`src/rtl/psram_port_arbiter.sv`:
```
// psram_port_arbiter
// Shares one qqspi PSRAM/flash controller between two valid/ready requesters
// (typically instruction fetch on port 0, load/store on port 1). Exactly one
// transaction is in flight at a time, and the controller must drop mem_ready
// before the next request is issued.
module psram_port_arbiter #(
  parameter int ADDR_W     = 23,
  parameter bit FIXED_PRIO = 1'b0
) (
  input  logic              clk,
  input  logic              resetn,
  input  logic              m0_valid,
  output logic              m0_ready,
  input  logic [ADDR_W-1:0] m0_addr,
  input  logic [31:0]       m0_wdata,
  input  logic [3:0]        m0_wstrb,
  output logic [31:0]       m0_rdata,
  input  logic              m1_valid,
  output logic              m1_ready,
  input  logic [ADDR_W-1:0] m1_addr,
  input  logic [31:0]       m1_wdata,
  input  logic [3:0]        m1_wstrb,
  output logic [31:0]       m1_rdata,
  output logic              mem_valid,
  input  logic              mem_ready,
  output logic [ADDR_W-1:0] mem_addr,
  output logic [31:0]       mem_wdata,
  output logic [3:0]        mem_wstrb,
  input  logic [31:0]       mem_rdata,
  output logic [1:0]        grant
);

  typedef enum logic [1:0] {
    ST_IDLE     = 2'd0,
    ST_ISSUE    = 2'd1,
    ST_COMPLETE = 2'd2,
    ST_RECOVER  = 2'd3
  } state_t;

  state_t              state_r, state_nxt_s;
  logic                last_grant_r, last_grant_nxt_s;  // 0: port 0, 1: port 1
  logic                mem_valid_r, mem_valid_nxt_s;
  logic [ADDR_W-1:0]   mem_addr_r, mem_addr_nxt_s;
  logic [31:0]         mem_wdata_r, mem_wdata_nxt_s;
  logic [3:0]          mem_wstrb_r, mem_wstrb_nxt_s;
  logic [1:0]          grant_r, grant_nxt_s;
  logic                m0_ready_r, m0_ready_nxt_s;
  logic                m1_ready_r, m1_ready_nxt_s;
  logic [31:0]         m0_rdata_r, m0_rdata_nxt_s;
  logic [31:0]         m1_rdata_r, m1_rdata_nxt_s;
  logic                pick_m1_s;

  // Next-state and next-output logic; every register holds unless changed.
  always_comb begin
    state_nxt_s      = state_r;
    last_grant_nxt_s = last_grant_r;
    mem_valid_nxt_s  = mem_valid_r;
    mem_addr_nxt_s   = mem_addr_r;
    mem_wdata_nxt_s  = mem_wdata_r;
    mem_wstrb_nxt_s  = mem_wstrb_r;
    grant_nxt_s      = grant_r;
    m0_ready_nxt_s   = 1'b0;
    m1_ready_nxt_s   = 1'b0;
    m0_rdata_nxt_s   = m0_rdata_r;
    m1_rdata_nxt_s   = m1_rdata_r;
    pick_m1_s        = 1'b0;

    case (state_r)
      ST_IDLE: begin
        // A still-high mem_ready means the controller has not recovered yet.
        if (!mem_ready && (m0_valid || m1_valid)) begin
          if (m0_valid && m1_valid) begin
            // Tie: port 0 in fixed mode, otherwise the port not served last.
            pick_m1_s = FIXED_PRIO ? 1'b0 : ~last_grant_r;
          end else begin
            pick_m1_s = m1_valid;
          end
          mem_valid_nxt_s = 1'b1;
          mem_addr_nxt_s  = pick_m1_s ? m1_addr  : m0_addr;
          mem_wdata_nxt_s = pick_m1_s ? m1_wdata : m0_wdata;
          mem_wstrb_nxt_s = pick_m1_s ? m1_wstrb : m0_wstrb;
          grant_nxt_s     = pick_m1_s ? 2'b10 : 2'b01;
          state_nxt_s     = ST_ISSUE;
        end else begin
          state_nxt_s = ST_IDLE;
        end
      end
      ST_ISSUE: begin
        if (mem_ready) begin
          if (grant_r[1]) begin
            m1_rdata_nxt_s = mem_rdata;
            m1_ready_nxt_s = 1'b1;
          end else begin
            m0_rdata_nxt_s = mem_rdata;
            m0_ready_nxt_s = 1'b1;
          end
          mem_valid_nxt_s  = 1'b0;
          last_grant_nxt_s = grant_r[1];
          state_nxt_s      = ST_COMPLETE;
        end else begin
          state_nxt_s = ST_ISSUE;
        end
      end
      ST_COMPLETE: begin
        grant_nxt_s = 2'b00;
        state_nxt_s = ST_RECOVER;
      end
      ST_RECOVER: begin
        if (!mem_ready) begin
          state_nxt_s = ST_IDLE;
        end else begin
          state_nxt_s = ST_RECOVER;
        end
      end
      default: begin
        mem_valid_nxt_s = 1'b0;
        grant_nxt_s     = 2'b00;
        state_nxt_s     = ST_IDLE;
      end
    endcase
  end

  // FSM state register.
  always_ff @(posedge clk or negedge resetn) begin
    if (!resetn) begin
      state_r <= ST_IDLE;
    end else begin
      state_r <= state_nxt_s;
    end
  end

  // Registered request, grant and completion outputs; reset clears them at once.
  always_ff @(posedge clk or negedge resetn) begin
    if (!resetn) begin
      last_grant_r <= 1'b1;
      mem_valid_r  <= 1'b0;
      mem_addr_r   <= {ADDR_W{1'b0}};
      mem_wdata_r  <= 32'h0000_0000;
      mem_wstrb_r  <= 4'h0;
      grant_r      <= 2'b00;
      m0_ready_r   <= 1'b0;
      m1_ready_r   <= 1'b0;
      m0_rdata_r   <= 32'h0000_0000;
      m1_rdata_r   <= 32'h0000_0000;
    end else begin
      last_grant_r <= last_grant_nxt_s;
      mem_valid_r  <= mem_valid_nxt_s;
      mem_addr_r   <= mem_addr_nxt_s;
      mem_wdata_r  <= mem_wdata_nxt_s;
      mem_wstrb_r  <= mem_wstrb_nxt_s;
      grant_r      <= grant_nxt_s;
      m0_ready_r   <= m0_ready_nxt_s;
      m1_ready_r   <= m1_ready_nxt_s;
      m0_rdata_r   <= m0_rdata_nxt_s;
      m1_rdata_r   <= m1_rdata_nxt_s;
    end
  end

  assign mem_valid = mem_valid_r;
  assign mem_addr  = mem_addr_r;
  assign mem_wdata = mem_wdata_r;
  assign mem_wstrb = mem_wstrb_r;
  assign grant     = grant_r;
  assign m0_ready  = m0_ready_r;
  assign m1_ready  = m1_ready_r;
  assign m0_rdata  = m0_rdata_r;
  assign m1_rdata  = m1_rdata_r;

endmodule
```
`config.mk`:
```
export PLATFORM = sky130hd
export DESIGN_NAME = psram_port_arbiter
export DESIGN_NICKNAME = d
export VERILOG_FILES = /design/src/rtl/psram_port_arbiter.sv
export SDC_FILE = /design/constraint.sdc
export NUM_CORES = 1
export LEC_CHECK = 0
export ABC_CLOCK_PERIOD_IN_PS = 2100
export CORE_MARGIN = 4
export CORE_UTILIZATION = 41
export CTS_CLUSTER_DIAMETER = 60
export DETAILED_ROUTE_END_ITERATION = 12
export PLACE_DENSITY_LB_ADDON = 0.25
export SYNTH_ARGS = -nofsm -noshare
export SYNTH_HDL_FRONTEND = slang
export SYNTH_SLANG_ARGS = --single-unit
```
`constraint.sdc`:
```
create_clock -name clk -period 2.1 [get_ports clk]
set_input_delay 0.21 -clock clk [delete_from_list [all_inputs] [get_ports clk]]
set_output_delay 0.21 -clock clk [all_outputs]
set_load 0.02 [all_outputs]
```
==> results.json <==
{
  "pre_cts_ws_ns": 0.1430,
  "crit_path_start_kind": "register",
  "layout-drive-gt1-share_pct": 23.25,
  "die_height_microns": 126.9,
  "cp-startpoint": "grant[1]",
  "cts_tree": "done",
  "syn_area_sq_um": 5792,
  "cp_max_fo": 4,
  "post-route-period-util_pct": 81.78,
  "r2r_end": "mem_addr[7]",
  "syn-num-nets": 590,
  "grt_remaining_overflow": 0,
  "cts_made_buffers": 17,
  "dp_hpwl_microns": 13090,
  "ant_nets": 0,
  "clock_power_share_pct": 21.9,
  "reg2reg_slack_ns": 0.41,
  "period_needed_ns": 1.717,
  "ys_top_cells_by_count": "dfrtp_1, nand2_1, nor3_2, a221o_1, mux2_2",
  "row_count": 43,
  "hp-class": "in2async",
  "synth_top_cell_by_area": "dfrtp_1",
  "crit_type": "reg2out",
  "clk_pin_slew_ns": 0.06,
  "power_density_nw_per_um2": 1501,
  "grt_pass1_wl_microns": 27710,
  "reg2regPathDepth": 4,
  "post_cts_buffers": 0,
  "die-area_sq_um": 16090,
  "crit_required_ns": 1.89,
  "whs_ns": 0.2611,
  "synthDominantCellAreaShare_pct": 56.17,
  "power_frac_seq_pct": 31.3,
  "route.detailed.drc": 0,
  "n_antenna_cell": 0,
  "ys_types": 24,
  "swShare_pct": 35.06,
  "max_freq_mhz": 582.3,
  "postSynth.asyncResetShare_pct": 100.0,
  "tightestPinTransition_ns": 0.5182,
  "rsz0062_at_grt": "false",
  "grt_max_degree": 54,
  "synth_area_leaders": "dfrtp_1, nor3_2, a221o_1",
  "drv_cap": 0,
  "synth_top_flop_cell": "dfrtp_1",
  "ys_seq_elements": 131,
  "io_buffers": 282,
  "cts_resized": 0,
  "power_frac_comb_pct": 46.8,
  "die_w_microns": 126.9,
  "drt_iter0_drc": 226,
  "synth-edff-count": 0,
  "io_pins": 283,
  "finalSetupTns_ns": 0,
  "hold_buffers": 1,
  "nets": 869,
  "grt_antenna_before_repair": 0,
  "postRouteWirelength_microns": 17820,
  "p_leak_uw": 0.003882,
  "h-tree-depth": 4,
  "setup_slack_ns": 0.3826,
  "fin_skew_ns": 0.006119,
  "ys.warnings.count": 0,
  "outcome": "complete, no violations",
  "clock-root-buffer": "clkbuf_16",
  "internal-power_uw": 9283,
  "clock_latency_ns": 0.41,
  "gr-usage-all-layers_pct": 21.95,
  "vias": 4761,
  "core_region_area_sq_um": 13880,
  "first_pass_iters": 4,
  "crit_family": "buffers and inverters",
  "worstPathArrival_ns": 1.51,
  "area_delta_synth_final_pct": 64.42,
  "peakVddDrop_v": 0.0007357,
  "cts_sinks": 131,
  "endpoint_kind": "primary output",
  "gp_congestion": 0.8352,
  "slew-limit-headroom_pct": 65.45,
  "p_switching_uw": 5013,
  "cts_buffer_depth": 2,
  "cpMaxStageDelayCell": "clkdlybuf4s50_1",
  "synthCells": 435,
  "ys_seq_area_share_pct": 56.62,
  "syn_avg_cell_area_sq_um": 13.31,
  "start_util_pct": 41.73,
  "wl_per_cell_microns": 19.65,
  "crit_chain": "clkdlybuf4s50_1",
  "via_per_inst": 5.249,
  "finalMaxSlewViolations": 0,
  "first_global_vias": 5117,
  "critical_path.max_stage_delay_ns": 0.66,
  "fillCellCount": 997,
  "yosysMostFrequentCell": "dfrtp_1",
  "setup_violations": 0,
  "path_buf_inv": 1,
  "hold_viol": 0
}
how the worst max path moves through the flow:
stage	to	slack [ns]	cells after the start
after detailed placement	mem_addr[11]	0.14	5
final	grant[1]	0.38	1
after global placement	mem_addr[7]	0.22	5
after CTS	grant[1]	0.36	1
after global routing	grant[1]	0.29	1
after floorplan	m0_rdata[2]	0.62	4
metal layers:
layer / up-vias / track usage, % / wire [microns]
met1: 2352 / 26.56 / 7167
met2: 216 / 38.54 / 9141
li1: 2168 / - / -
met4: 0 / 6.562 / 335
met3: 25 / 5.684 / 1175
met5: - / 0 / 0
cells in the final DEF (no fill, tap or decap), types with 2 or more instances in the layout:
master             n
clkinv_2           2
clkdlybuf4s50_1  280
buf_12            11
clkbuf_1           2
mux2_2            51
mux2_1            13
nand2_1           67
buf_4              7
dfrtp_1          130
clkinvlp_4         2
clkinv_4           3
nor3_2            60
a221o_1           59
clkbuf_16         17
bufinv_16          4
power by group through the flow:
stage | Combinational (uW) | Sequential [uW] | Clock [uW]
after global placement | 6620 | 4450 | 0
after floorplan | 1980 | 5820 | 0
after CTS | 6780 | 4480 | 3170
final | 6700 | 4470 | 3130
after detailed placement | 6770 | 4470 | 0
after global routing | 7040 | 4610 | 3300
cell families (layout without fill, tap and decap cells):
kind of cell / Yosys count / count (layout) / synth area share [%]
xor+xnor: 1 / 1 / 0.1512
buf+inv: 41 / 333 / 4.234
mux: 64 / 64 / 12.44
compound gates: 62 / 62 / 10.59
simple gates: 136 / 136 / 15.96
flops: 131 / 131 / 56.62
registers in the layout (all words and copies together) (netlist names), 2 cells and up, named ones only:
register and flops:
m0_rdata 32, m1_rdata 32, mem_wdata 32, mem_addr 23
mem_wstrb 4, grant 2
cell type report:
type / instances / area (sq um) / area share [%]
clock buffers: 20 / 446.7 / 4.691
clock inverters: 12 / 180.2 / 1.892
inverters: 1 / 3.754 / 0.03942
multi-input cells: 263 / 2297 / 24.12
flip-flops and latches: 131 / 3279 / 34.44
well taps: 180 / 225.2 / 2.365
repair buffers: 300 / 3090 / 32.45
through the flow:
stage	util, %	total power [uW]	area [sq um]	instances
6_report	68.60	14300	9523	907
5_1_grt	68.60	14950	9523	907
4_1_cts	68.60	14430	9523	907
3_5_place_dp	64.02	11240	8886	874
3_3_place_gp	64.02	11070	8886	874
2_1_floorplan	-	7808	5792	435
Note: power is estimated with default switching activity, not from simulation.
